[config.mk]
export PLATFORM = sky130hd
export DESIGN_NAME = wbu
export DESIGN_NICKNAME = d
export VERILOG_FILES = /design/src/rtl/wbu_pkg.sv /design/src/rtl/wbu_npc.sv /design/src/rtl/wbu.sv
export SDC_FILE = /design/constraint.sdc
export NUM_CORES = 1
export LEC_CHECK = 0
export ABC_AREA = 1
export CAP_MARGIN = 15
export CORE_MARGIN = 8
export CORE_UTILIZATION = 50
export CTS_CLUSTER_SIZE = 12
export DETAILED_ROUTE_END_ITERATION = 12
export PLACE_DENSITY = 0.93
export REMOVE_ABC_BUFFERS = 1
export SYNTH_ARGS = -nofsm -noshare
export SYNTH_HDL_FRONTEND = slang
export SYNTH_SLANG_ARGS = --single-unit
export TNS_END_PERCENT = 1
[constraint.sdc]
create_clock -name clock -period 21.4 [get_ports clock]
set_input_delay 4.28 -clock clock [delete_from_list [all_inputs] [get_ports clock]]
set_output_delay 4.28 -clock clock [all_outputs]
set_load 0.01 [all_outputs]
[src/rtl/wbu_pkg.sv]
// wbu_pkg: LSU->WBU bus layout (macros + packed struct), FSM states and reset PC shared by lsu/wbu
`ifndef RISCV_PARAM_VH
`define RISCV_PARAM_VH
`define LSU_WBU_BUS_WIDTH 119
`define BUS_XRET_FLUSH 0
`define BUS_EXCP_FLUSH 1
`define BUS_BREAK 2
`define BUS_JMP_TARGET 3
`define BUS_JMP_FLAG 35
`define BUS_CSR_WDATA 36
`define BUS_CSR_ADDR 68
`define BUS_RD 80
`define BUS_GR_WE 85
`define BUS_RESULT 86
`define BUS_CSR_WE 118
`endif

package wbu_pkg;
  localparam logic [31:0] RESET_PC_DEF = 32'h8000_0000;
  typedef enum logic [1:0] {IDLE = 2'd0, COMMIT = 2'd1, DONE = 2'd2, HALT = 2'd3} wbu_state_t;
  typedef struct packed {
    logic        csr_we;
    logic [31:0] result;
    logic        gr_we;
    logic [4:0]  rd;
    logic [11:0] csr_addr;
    logic [31:0] csr_wdata;
    logic        jmp_flag;
    logic [31:0] jmp_target;
    logic        brk;
    logic        excp_flush;
    logic        xret_flush;
  } lsu_wbu_bus_t;
endpackage

[src/rtl/wbu_npc.sv]
// wbu_npc: next-PC priority mux (trap > xret > jump > sequential)
module wbu_npc (
  input  logic [31:0] pc,
  input  logic        excp,
  input  logic        xret,
  input  logic        jmp,
  input  logic [31:0] jmp_target,
  input  logic [31:0] mtvec,
  input  logic [31:0] mepc,
  output logic [31:0] npc
);
  always_comb begin
    npc = excp ? mtvec : xret ? mepc : jmp ? jmp_target : pc + 32'd4;
  end
endmodule

[src/rtl/wbu.sv]
// wbu: write-back/commit stage; commits one LSU result, owns the architectural PC and retire count
module wbu
  import wbu_pkg::*;
#(
  parameter logic [31:0] RESET_PC = RESET_PC_DEF,
  parameter int          BUS_W    = `LSU_WBU_BUS_WIDTH
) (
  input  logic             clock,
  input  logic             reset,
  input  logic             lsu_valid_i,
  input  logic [BUS_W-1:0] lsu_wbu_bus_i,
  input  logic [31:0]      mtvec_i,
  input  logic [31:0]      mepc_i,
  output logic             rf_we_o,
  output logic [4:0]       rf_waddr_o,
  output logic [31:0]      rf_wdata_o,
  output logic             csr_we_o,
  output logic [11:0]      csr_waddr_o,
  output logic [31:0]      csr_wdata_o,
  output logic             excp_o,
  output logic [31:0]      epc_o,
  output logic [31:0]      pc_o,
  output logic             wbu_valid_o,
  output logic             halt_o,
  output logic [63:0]      retired_o,
  output logic             proto_err_o
);
  wbu_state_t   state, state_n;
  lsu_wbu_bus_t bus_q;
  logic [31:0]  pc, npc;
  logic [63:0]  retired;
  logic         halt, proto_err, commit, busy;

  assign commit = state == COMMIT;
  assign busy   = state == COMMIT || state == DONE;

  wbu_npc u_npc (
    .pc(pc),
    .excp(bus_q.excp_flush),
    .xret(bus_q.xret_flush),
    .jmp(bus_q.jmp_flag),
    .jmp_target(bus_q.jmp_target),
    .mtvec(mtvec_i),
    .mepc(mepc_i),
    .npc(npc)
  );

  always_ff @(posedge clock or posedge reset) begin
    if (reset) state <= IDLE;
    else state <= state_n;
  end

  always_comb begin
    state_n = state == IDLE   ? (lsu_valid_i ? COMMIT : IDLE) :
              state == COMMIT ? (bus_q.brk ? HALT : DONE) :
              state == DONE   ? IDLE : HALT;
  end

  // pulses arriving while busy are dropped; the latched bus only loads in IDLE
  always_ff @(posedge clock or posedge reset) begin
    if (reset) begin
      pc        <= RESET_PC;
      retired   <= '0;
      bus_q     <= '0;
      halt      <= 1'b0;
      proto_err <= 1'b0;
    end else begin
      if (state == IDLE && lsu_valid_i) bus_q <= lsu_wbu_bus_t'(lsu_wbu_bus_i);
      if (busy && lsu_valid_i) proto_err <= 1'b1;
      if (commit) begin
        retired <= retired + {63'd0, !bus_q.excp_flush};
        if (bus_q.brk) halt <= 1'b1;
        else pc <= npc;
      end
    end
  end

  assign rf_we_o     = commit && bus_q.gr_we && |bus_q.rd && !bus_q.excp_flush;
  assign rf_waddr_o  = bus_q.rd;
  assign rf_wdata_o  = bus_q.result;
  assign csr_we_o    = commit && bus_q.csr_we && !bus_q.excp_flush;
  assign csr_waddr_o = bus_q.csr_addr;
  assign csr_wdata_o = bus_q.csr_wdata;
  assign excp_o      = commit && bus_q.excp_flush;
  assign epc_o       = commit ? pc : '0;
  assign pc_o        = pc;
  assign wbu_valid_o = state == DONE;
  assign halt_o      = halt;
  assign retired_o   = retired;
  assign proto_err_o = proto_err;
endmodule

==> summary.md <==
| Metric | Value |
|---|---|
| Outcome | complete, no violations |
| Cells taking the most area after synthesis | dfrtp_1, nand2_1, mux2_2 |
| Maximum fanout along the worst path | 44 |
| Setup repair after global routing missed its margin | no |
| Most common library cell in the layout ignoring fill and taps | clkdlybuf4s50_1 |
| Remaining number of nets flagged by the antenna check after routing | 0 |
| H-Tree Level Count | 1 |
| CTS Buffer Depth | 3 |
| Net switching share of the total power | 37.8% |
| Height of the die | 171 µm |
| Area fraction in compound gates after synthesis | 5.87% |
| Die Footprint | ~29000 µm² |
| Drt total wl | 43200 µm |
| Cell chosen for the clock root | clkbuf_16 |
| Number of resized instances in the post-cts repair step | 0 |
| Number of setup violations in the final report | 0 |
| Ratio of final minimum period to clock period | 32.3% |
| Yosys warns | 0 |
| Vias per cell | 5.38 |
| Crit path buffers/inverters | 4 |
| Critical Path Sink Type | primary output |
| Xor and xnor area share after synthesis | 4.00% |
| Via count | 11300 |
| Combinational share of power | between 40 and 50% |
| Async set or reset register ratio after synthesis | 100% |
| Source-to-sink clock delay at the later pin of the worst-skew pair | 0.53 ns |
| Setup repair bufs after CTS | 0 |
| Required arrival time at the worst endpoint | 17.12 ns |
| Boundary pin count | 401 |
| Setup_tns | 0 ns |
| Clock skew after layout | 0.0106 ns |
| Initial antenna violation count | 3 |
| Clock-pin slew on the worst setup and hold paths | 0.06 ns |
| Routing usage on met3 | 7.07% |
| Headroom to the max-slew limit | 31.6% |
| Arithmetic-cell share of the synthesized area counting full adders, half adders and majority gates | 0.726% |
| Number of pins exceeding their max-slew limit in the final report | 0 |
| Cell type with the highest aggregate area in the netlist | dfrtp_1 |
| Number of enable flip-flop cells after synthesis | 0 |
| Initial DRC Count | 969 |
| GRT Util Overall | between 20 and 30% |
| Ordered cell list for the critical path | inv_1 > ha_2 > buf_4 > nand2_1 > inv_1 > clkdlybuf4s50_1 |
| Fraction of the core area covered by cells at the end of the flow | between 60% and 70% |
| Count of nets after finishing | 1940 |
| Gate Count Post-Synth | 1434 |
| Time the final worst path needs with I/O delays and setup | 6.92 ns |
| Critical path data arrival time | 2.64 ns |
| Largest family of logic cells by synthesized area | simple AND/OR/NAND/NOR gates |
| Top cell family by delay on the critical path | buffers and inverters |
| Largest net degree at the start of global routing | 142 |
| GR Util met1 | 32.2% |
| Worst path most repeated cell | inv_1 |
| Count of final hold-check violations | 0 |
| Static leakage | 7.52 nW |
| Cell with the largest stage delay on the worst path | clkdlybuf4s50_1 |
| Number of optimization iterations in the first detailed-route pass | 6 |
| Busiest grt layer | met2 |
| Register bit total from synthesis | 219 |
| Floorplan row count | between 50 and 60 |
| Met2 GRT Util | 51.5% |
| Number of max-cap violations | 0 |
| Primary flip-flop cell chosen by synthesis mapping | dfrtp_1 |
| Max stage delay on crit path | 0.55 ns |
| Effective utilization at floorplan | 50.3% |
| Area growth from synthesis to layout | 37.8% |
| Number of buffers added to fix hold violations after cts | 0 |
| Remaining Overflow, GRT | 0 |
| IO buf count | 400 |
| Vias in the first global route | ~12000 |
| Cell area after synthesis | 12100 µm² |
| Worst-margin pin slew | 1.03 ns |
| Critical path launch point type | flop |
| Internal | 1.27 mW |
| Net switching component of the power | ~0.77 mW |
| Number of distinct standard cells referenced by the synthesized netlist | 42 |
| Avg Cell Area, Syn | ~8.4 µm² |
| Routability Congestion | between 0.9 and 1 |
| Post-synthesis mux area share | under 10% |
| Leading cell types in the layout, fill and taps excluded | clkdlybuf4s50_1, nand2_1, dfrtp_1 |
| Tightest Hold Check Type | reg -> reg |
| Synth Area in Simple Gates | a little under a quarter |
| Horizontal die dimension | about 170 µm |
| Maximum VDD drop | 0.0982 mV |
| Core Region | ~24000 µm² |
| Share of post-route cells with drive strength above 1 | 11.1% |
| TritonCTS clock tree | done |
| Sum of net half-perimeters after detailed placement | 32100 µm |
| Sequential cell area fraction in the yosys report | 45.5% |
| Wire length of the first global-routing pass | between 60000 and 70000 µm |
| Number of CTS-inserted buffers | 26 |
| Clk network pwr share | 21.5% |
| Type of the worst setup path | reg -> out |
| Share of Yosys cell area claimed by the top area cell type | 45.2% |
| Maximum clock frequency | approximately 140 MHz |
| Register share of total power | roughly a third |
| WL per Instance | about 21 µm |
| Clock Sink Count | approximately 220 |
| Count of unresolved DRC violations after routing | 0 |
| Power density over cell area | around 120 nW/µm² |
-- synth_stat cells (all sizes together) (7+ instances only) --
cell and number:
o21ai 30, nand3b 7, clkbuf 24, nand4 28, nand2 329, inv 158
xor2 37, nor3 23, a21oi 79, buf 101, ha 7, nor2 176
dfrtp 218, mux2 91, nand3 79, xnor2 18
-- path summary, 6_finish.rpt --
check                      slack, ns         from  cells after the start               to
max                            14.48     state[1]                      6         epc_o[5]
min                             0.46  proto_err_o                      1      proto_err_o
max reg2reg                    18.20     state[1]                     12          pc_o[2]
min reg2reg                     0.46  proto_err_o                      1      proto_err_o
max in group asynchronous      15.39        reset                      3    retired_o[25]
min in group asynchronous       4.38        reset                      2  csr_wdata_o[28]
-- registers in the layout, summed over array words and instances (netlist names) --
| name | count |
|---|---|
| bus_q | 38 |
| proto_err_o | 1 |
| halt_o | 1 |
| pc_o | 32 |
| csr_wdata_o | 32 |
| state | 2 |
| rf_waddr_o | 5 |
| retired_o | 64 |
| csr_waddr_o | 12 |
| rf_wdata_o | 32 |
-- metal layers --
metal | up-vias | part of all wire (%)
met3 | 113 | 9.0
met1 | 5415 | 36
met2 | 592 | 51
met4 | 0 | 3.9
li1 | 5146 | -
met5 | - | 0
-- layout make-up --
type / instances / area [µm²]
Clock inverter: 7 / 66.3
Clock buffer: 40 / 785
Antenna cell: 3 / 7.51
Multi-Input combinational cell: 932 / 5190
Inverter: 158 / 601
Timing Repair Buffer: 410 / 4080
Fill cell: 1767 / 7350
Tap cell: 324 / 405
Sequential cell: 219 / 5480
-- worst register-to-register path, cell delays in order (launching register included) --
cell     delay (ns)
dfrtp_1        0.40
inv_1          0.09
ha_2           0.25
buf_4          0.52
inv_2          0.33
nor2_2         0.14
buf_4          0.30
inv_2          0.27
buf_4          0.31
a21oi_1        0.17
nand3_1        0.09
a31oi_1        0.16
a21oi_1        0.06
-- power by group through the flow --
stage / Clock [mW] / Sequential, mW / Combinational (mW)
after floorplan: 0 / 0.730 / 0.376
after global placement: 0 / 0.703 / 0.850
after detailed placement: 0 / 0.712 / 0.882
after CTS: 0.445 / 0.709 / 0.893
after global routing: 0.460 / 0.729 / 0.955
final: 0.438 / 0.713 / 0.887
-- cell families after synthesis --
| logic type | Yosys count |
|---|---|
| adders and majority gates | 7 |
| and+or+nand+nor | 651 |
| DFF | 219 |
| AOI/OAI and AO/OA | 128 |
| muxes | 91 |
| xor gates and xnor gates | 55 |
| buffers and inverters | 283 |
-- metrics by stage --
step / cell area, µm² / hold slack, ns / instances / total power [mW] / worst slack, ns
3_3_place_gp: 15800 / 0.436 / 2043 / 1.55 / 14.82
3_5_place_dp: 15800 / 0.446 / 2043 / 1.59 / 14.77
2_1_floorplan: 11300 / 0.480 / 1309 / 1.11 / 11.13
6_report: 16600 / 0.459 / 2093 / 2.04 / 14.48
5_1_grt: 16600 / 0.502 / 2093 / 2.14 / 14.39
4_1_cts: 16600 / 0.458 / 2090 / 2.05 / 14.48
(Power assumes the default switching activity.)
